==> config.mk <==
export PLATFORM = sky130hd
export DESIGN_NAME = mux81_rr_sched
export DESIGN_NICKNAME = d
export VERILOG_FILES = /design/src/rtl/mux_sched_pkg.sv /design/src/rtl/mux81.sv /design/src/rtl/mux81_rr_pick8.sv /design/src/rtl/mux81_rr_sched.sv
export SDC_FILE = /design/constraint.sdc
export NUM_CORES = 1
export LEC_CHECK = 0
export ABC_AREA = 1
export CAP_MARGIN = 30
export CORE_MARGIN = 4
export CORE_UTILIZATION = 45
export DETAILED_ROUTE_END_ITERATION = 6
export PLACE_DENSITY_LB_ADDON = 0.08
export SETUP_SLACK_MARGIN = 0.05
export SYNTH_ARGS = -nofsm -noshare
export SYNTH_HDL_FRONTEND = slang
export SYNTH_HIERARCHICAL = 1
export SYNTH_SLANG_ARGS = --single-unit
==> constraint.sdc <==
create_clock -name clk -period 6.8 [get_ports clk]
set_clock_uncertainty 0.15 [all_clocks]
set_input_delay 2.04 -clock clk [delete_from_list [all_inputs] [get_ports clk]]
set_output_delay 2.04 -clock clk [all_outputs]
set_load 0.1 [all_outputs]
==> src/rtl/mux_sched_pkg.sv <==
// Shared types and sizes for the round-robin 8:1 mux scheduler.
package mux_sched_pkg;
    typedef enum logic {IDLE = 1'b0, GRANT = 1'b1} state_t;
    localparam int NCH  = 8;
    localparam int SELW = 3;
    localparam int CNTW = 4;
endpackage

==> src/rtl/mux81.sv <==
// Plain 8:1 single-bit multiplexer, select {s2,s1,s0}.
module mux81 (
    input  logic i0,
    input  logic i1,
    input  logic i2,
    input  logic i3,
    input  logic i4,
    input  logic i5,
    input  logic i6,
    input  logic i7,
    input  logic s2,
    input  logic s1,
    input  logic s0,
    output logic y
);
    always_comb begin
        case ({s2, s1, s0})
            3'd0:    y = i0;
            3'd1:    y = i1;
            3'd2:    y = i2;
            3'd3:    y = i3;
            3'd4:    y = i4;
            3'd5:    y = i5;
            3'd6:    y = i6;
            default: y = i7;
        endcase
    end
endmodule

==> src/rtl/mux81_rr_pick8.sv <==
// Rotating-priority picker: first set request scanning ptr, ptr+1, ... mod 8.
module rr_pick8
    import mux_sched_pkg::*;
(
    input  logic [NCH-1:0]  req,
    input  logic [SELW-1:0] ptr,
    output logic [SELW-1:0] idx,
    output logic            any
);
    logic [2*NCH-1:0] dbl;
    logic [NCH-1:0]   rot;
    logic [SELW-1:0]  off;

    // Rotate so that bit 0 of rot is channel ptr, then take the lowest set bit.
    always_comb begin
        dbl = {req, req} >> ptr;
        rot = dbl[NCH-1:0];
        off = '0;
        for (int k = NCH - 1; k >= 0; k--) begin
            if (rot[k]) off = SELW'(k);
        end
        idx = ptr + off;
        any = |req;
    end
endmodule

==> src/rtl/mux81_rr_sched.sv <==
// Round-robin scheduler sharing one 8:1 bit mux among eight requesters,
// streaming the granted channel's bit over valid/ready with bounded bursts.
module mux81_rr_sched
    import mux_sched_pkg::*;
#(
    parameter int BURST_LEN = 4
) (
    input  logic       clk,
    input  logic       rst_n,
    input  logic [7:0] req,
    input  logic [7:0] din,
    input  logic       y_ready,
    output logic [2:0] sel,
    output logic [7:0] gnt,
    output logic       y,
    output logic       y_valid,
    output logic       busy
);
    localparam logic [CNTW-1:0] LAST_CNT = CNTW'(BURST_LEN - 1);

    state_t          state;
    logic [SELW-1:0] ptr;
    logic [CNTW-1:0] cnt;
    logic [SELW-1:0] ptr_nxt;
    logic [SELW-1:0] pick_idx;
    logic            pick_any;
    logic            accept;
    logic            release_gnt;

    assign busy        = (state == GRANT);
    assign y_valid     = busy && req[sel];
    assign accept      = y_valid && y_ready;
    assign release_gnt = busy && (!req[sel] || (accept && cnt == LAST_CNT));
    // Re-arbitration on release must already see the rotated pointer.
    assign ptr_nxt     = release_gnt ? sel + 3'd1 : ptr;

    rr_pick8 u_pick (
        .req (req),
        .ptr (ptr_nxt),
        .idx (pick_idx),
        .any (pick_any)
    );

    mux81 u_mux (
        .i0 (din[0]),
        .i1 (din[1]),
        .i2 (din[2]),
        .i3 (din[3]),
        .i4 (din[4]),
        .i5 (din[5]),
        .i6 (din[6]),
        .i7 (din[7]),
        .s2 (sel[2]),
        .s1 (sel[1]),
        .s0 (sel[0]),
        .y  (y)
    );

    always_ff @(posedge clk or negedge rst_n) begin
        if (!rst_n) begin
            state <= IDLE;
            ptr   <= '0;
            cnt   <= '0;
            sel   <= '0;
            gnt   <= '0;
        end else begin
            ptr <= ptr_nxt;
            if (state == IDLE || release_gnt) begin
                if (pick_any) begin
                    state <= GRANT;
                    sel   <= pick_idx;
                    gnt   <= 8'b1 << pick_idx;
                    cnt   <= '0;
                end else begin
                    state <= IDLE;
                    gnt   <= '0;
                end
            end else if (accept) begin
                cnt <= cnt + 1'b1;
            end
        end
    end
endmodule

### Word level (Yosys, flattened, before mapping)

Cells that the tools add are included.

* bits of input ports: 19
* bits in registers: 19
* output and inout bits: 14
* word-level logic and storage cells: 49

* reductions and logical operators: 12
* add/subtract/negate cells: 3
* bitwise operators: 1
* equal/unequal tests: 8
* magnitude comparators: 1
* shifts and indexed selects: 2
* mux-type cells: 17

Operators with widths (count)
* 2-to-1 mux 3 bit: 9
* >> shifter 16 x 3 -> 8 bit: 1
* 2-to-1 mux 4 bit: 3
* equality test 3 bit, second input constant: 3
* 2-to-1 mux 8 bit: 1
* OR reduction 8 bit: 1
* << shifter 1 x 3 -> 8 bit, first input constant: 1
* case mux 1 bit (7 select lines): 1
* equality test 3 x 2 -> 1 bit, second input constant: 2
* adder 4 x 1 -> 4 bit, second input constant: 1
* equality test 4 x 2 -> 1 bit, second input constant: 1
* logical AND 1 bit: 4
* < comparator 3 x 4 -> 1 bit, second input constant: 1
* AND reduction 2 bit: 2
* adder 3 x 1 -> 3 bit, second input constant: 1
* adder 3 bit: 1
* binary-select mux 1 bit (select 3 bit): 1
* equality test 3 x 1 -> 1 bit, second input constant: 1
* logical NOT 3 bit: 1
* logical OR 1 bit: 2
* 2-to-1 mux 1 bit: 2
* != test 2 bit, second input constant: 1
* nonzero test 2 bit: 1
* logical NOT 1 bit: 1
* NOT 1 bit: 1

### Depth between registers and ports, before layout

Gate-level depths: netlist (run 1).

* word-level depth: 20
* gate-level depth with buffers: 33
* mapped depth without buffers: 32

### By module

The synthesis (run 1) kept the hierarchy.

By module, submodules not included
* mux81_rr_sched: area an instance 1011.0 µm², cells each 128, seq. area each 475.5 µm², instances 1
* rr_pick8: area an instance 531.8 µm², cells each 98, seq. area each 0.0 µm², instances 1
* mux81: area an instance 75.1 µm², cells each 18, seq. area each 0.0 µm², instances 1

### Worst setup path before layout (run 1)

Ideal clock, no wire load.

* kind: input -> output
* start: in req[7]
* end: out y_valid
* arrival: 3.229 ns
* path buffers: 0
* setup slack: 1.381 ns
* cell stages on the path: 6
* cell sequence: inv_1 -> nand2_1 -> nand3_1 -> nand3_1 -> nand2_1 -> nor2_2

* word-level cells in the longest chain between the ends: 3

Ends and longest elaborated chain
* start, declared: RTL line mux81_rr_sched.sv:10 `input logic [7:0] req,`
* binary-select mux 1 bit (select 3 bit): RTL line mux81_rr_sched.sv:31 `assign y_valid = busy && req[sel];`
* 2-to-1 mux 1 bit (implied by the code): RTL line mux81_rr_sched.sv:31
* logical AND 1 bit: RTL line mux81_rr_sched.sv:31
* end, declared: RTL line mux81_rr_sched.sv:16 `output logic y_valid,`

Every way passes these cells. The select of a mux whose other input is x is not followed.

### Worst setup path in the final report (run 1)

* start: in req[5]
* end: reg gnt[2]

* word-level cells in the longest chain between the ends: 20
* elaborated cells between the ends (all ways): 23
* classes of those cells: add/sub: 1; shift: 2; mux: 12; reduce/logical: 8

Ends and longest elaborated chain
* binary-select mux 1 bit (select 3 bit) *: RTL line mux81_rr_sched.sv:31, mux81_rr_sched.sv:33
* 2-to-1 mux 1 bit (implied by the code) *: RTL line mux81_rr_sched.sv:31, mux81_rr_sched.sv:33
* logical AND 1 bit: RTL line mux81_rr_sched.sv:31
* logical AND 1 bit: RTL line mux81_rr_sched.sv:32 `assign accept = y_valid && y_ready;`
* logical AND 1 bit: RTL line mux81_rr_sched.sv:33 `assign release_gnt = busy && (!req[sel] || (accept && cnt == LAST_CNT));`
* logical OR 1 bit *: RTL line mux81_rr_sched.sv:33
* logical AND 1 bit *: RTL line mux81_rr_sched.sv:33
* 2-to-1 mux 3 bit *: RTL line mux81_rr_sched.sv:35 `assign ptr_nxt = release_gnt ? sel + 3'd1 : ptr;`
* via ptr_nxt[1]: RTL line mux81_rr_sched.sv:24 `logic [SELW-1:0] ptr_nxt;`
* >> shifter 16 x 3 -> 8 bit: RTL line mux81_rr_pick8.sv:16 `dbl = {req, req} >> ptr;`
* 2-to-1 mux 3 bit (8 in series): RTL line mux81_rr_pick8.sv:20 `if (rot[k]) off = SELW'(k);`
* adder 3 bit *: RTL line mux81_rr_pick8.sv:22 `idx = ptr + off;`
* via pick_idx[2]: RTL line mux81_rr_sched.sv:25 `logic [SELW-1:0] pick_idx;`
* << shifter 1 x 3 -> 8 bit *: RTL line mux81_rr_sched.sv:72 `gnt <= 8'b1 << pick_idx;`
* 2-to-1 mux 8 bit *: RTL line mux81_rr_sched.sv:69 `if (pick_any) begin`
* end signal, assigned: RTL line mux81_rr_sched.sv:72
* end, declared: RTL line mux81_rr_sched.sv:14 `output logic [7:0] gnt,`

Mark *: on every way through the listed nets, which the timed path passes. The rest lies on a longest branch. The select of a mux whose other input is x is not followed.
A chain may end at the register's enable or synchronous reset.

==> results of run 1 <==
layout make-up:
cell class                      instances  area [sq um]  share of cell area (%)
Timing Repair Buffer                   34           330                    16.7
Multi-Input combinational cell        191           971                    49.1
Clock buffer                            4          26.3                    1.33
Sequential cell                        19           475                    24.0
Tap cell                               46          57.6                    2.91
Inverter                               29           119                    6.01
final timing paths:
path | from | endpoint | depth (start not counted)
setup / recovery | req[5] | gnt[2]$_DFFE_PN0P_ | 32
hold / removal | gnt[6]$_DFFE_PN0P_ | gnt[6]$_DFFE_PN0P_ | 2
setup reg to reg | sel[0]$_DFFE_PN0P_ | gnt[2]$_DFFE_PN0P_ | 30
hold reg to reg | gnt[6]$_DFFE_PN0P_ | gnt[6]$_DFFE_PN0P_ | 2
max in group asynchronous | rst_n | cnt[0]$_DFFE_PN0P_ | 1
min in group asynchronous | rst_n | gnt[7]$_DFFE_PN0P_ | 1
routing by layer:
metal	up-vias	global-route usage (%)	wire (um)
met5	-	0	0
met1	667	23.1	1740
met4	0	3.47	13
met3	2	3.94	155
met2	35	29.5	1610
li1	844	-	-
flip-flops by register name (all words and copies together), names as in the netlist:
register  flops
busy          1
cnt           4
sel           3
gnt           8
ptr           3
worst max-delay path, delay by kind of cell:
kind                       cells  cell delay, ns
and+or+nand+nor               20            1.77
buffers and inverters          6            1.05
adders and majority gates      2            0.53
AOI/OAI and AO/OA              3            0.39
xor gates and xnor gates       1            0.16
cells by family after synthesis:
logic type      count (synthesis)  synth area share, %
compound gates                 18                 7.12
flops                          19                 29.4
fa+ha+maj                       4                 3.56
xor+xnor                        4                 2.17
buf+inv                        34                 10.6
simple gates                  165                 47.2
through the flow:
stage / setup slack (ns) / hold slack (ns) / std cells / area (sq um) / util [%]
after floorplan: 1.38 / 0.308 / 244 / 1620 / -
after global placement: 0.679 / 0.318 / 319 / 1950 / 57.2
after detailed placement: 0.646 / 0.324 / 319 / 1950 / 57.2
after CTS: 0.947 / 0.352 / 323 / 1980 / 57.9
after global routing: 0.457 / 0.377 / 323 / 1980 / 57.9
final: 0.934 / 0.350 / 323 / 1980 / 57.9
synthesized netlist by cell type, types with 2 or more instances:
master / number / area [sq um]
xor2_1: 2 / 17.5
buf_6: 4 / 45.0
xnor2_1: 2 / 17.5
o21ai_1: 2 / 10.0
inv_2: 3 / 11.3
dfrtp_1: 19 / 475
inv_1: 24 / 90.1
o21ai_0: 11 / 55.1
nand2_2: 12 / 75.1
nor2_1: 5 / 18.8
ha_1: 3 / 37.5
nand3_1: 36 / 180
nand2_1: 98 / 368
nand3_2: 6 / 60.1
nor2_2: 2 / 12.5
nand2_4: 2 / 22.5
nor4_1: 2 / 12.5
==> results.tsv, run 1 <==
metric	value	unit
gr ovfl total	0	
fill count	332	
Post-Syn Instances	244	
total global-route track usage	17.5	%
Unique masters post-synth	28	
R2R setup slack	2.54	ns
Critical Path RT	6.87	ns
port bufs	32	
First-pass DRT Iterations	4	
Min-Delay Path Class	register to register	
Synthesized Nets	267	
FP Rows	21	
Setup crit end kind	register	
die area	0.00462	sq mm
register bit total from synthesis	19	
initial antenna violation count	0	
Mapped Avg Cell Area	6.63	sq um
Max-Cap Viols	0	
Top cell by count, worst path	nand2_1	
post-route setup TNS	0	ns
commonest non-fill, non-tap cell in the layout	nand2_1	
final hold vios	0	
post-synthesis async set-or-reset flop share	100	%
vias in the first global route	1470	
worst slew pin tran	0.972	ns
hold_buf cts	0	
critical path data arrival time	5.93	ns
post-synthesis sequential area ratio	29.4	%
H-tree depth	1	
period utilization	86.3	%
Die H	68.0	um
CTS root buf	clkbuf_4	
worst rel slew slack	35.0	%
post_cts resized	0	
CTS tree	built	
post-DP HPWL	2760	um
TritonCTS buffer count	3	
Worst-path clk slew	0.12	ns
fmax	0.170	GHz
crit path time final	5.87	ns
post-DR vias/cell	4.79	
I/O pin count	33	
share of layout cells above drive strength 1	13.0	%
CP Class	input pin to register	
slowest stage delay, CP	0.49	ns
Synthesis Warnings	6	
final setup violation count	0	
chip width	68.0	um
Netlist Area Pre-Place	0.00162	sq mm
Total Wirelength	3510	um
initial detailed-routing violation count	61	
DRC viols	0	
DR vias	1548	
Startpoint Class	input pin	
count of pins over their slew limit	0	
first-pass GRT wire length	6310	um
outcome	completed	
Inserted Diodes	0	
Max FO, Critical Path	10	
most common flop cell mapped by yosys	dfrtp_1	
clk sinks	19	
core area	0.00342	sq mm
area growth from synthesis to final layout	22.4	%
RSZ-0062 raised after global routing	false	
Post-synth EDFFs	0	
Final Wtd Congestion	0.777	
CP max-delay cell	clkdlybuf4s50_1	
Routed wire per std cell	10.9	um
largest net degree at the start of global routing	20	
most frequent cells in the layout	98 x nand2_1, 36 x nand3_1, 30 x clkdlybuf4s50_1	
post-CTS setup buffers	0	
antenna-violating nets left	0	
Clk Latency, worst-skew pair	0.30	ns
CTS max path bufs	2	
Initial Util	47.4	%
NumNets Final	301	
Power of run 1 is not shown: default switching activity piles up to over one toggle a cycle in this logic, so the estimate is an artifact.
==> inputs of run 2 (changes only) <==
--- a/config.mk
+++ b/config.mk
@@ -6,7 +6,7 @@
 export NUM_CORES = 1
 export LEC_CHECK = 0
 export ABC_AREA = 1
-export CAP_MARGIN = 30
+export CAP_MARGIN = 20
 export CORE_MARGIN = 4
 export CORE_UTILIZATION = 45
 export DETAILED_ROUTE_END_ITERATION = 6
==> results of run 2 <==
The final DEF is identical to that of run 1; final timing and power are the same.
Power of run 2 is left out for the same reason.
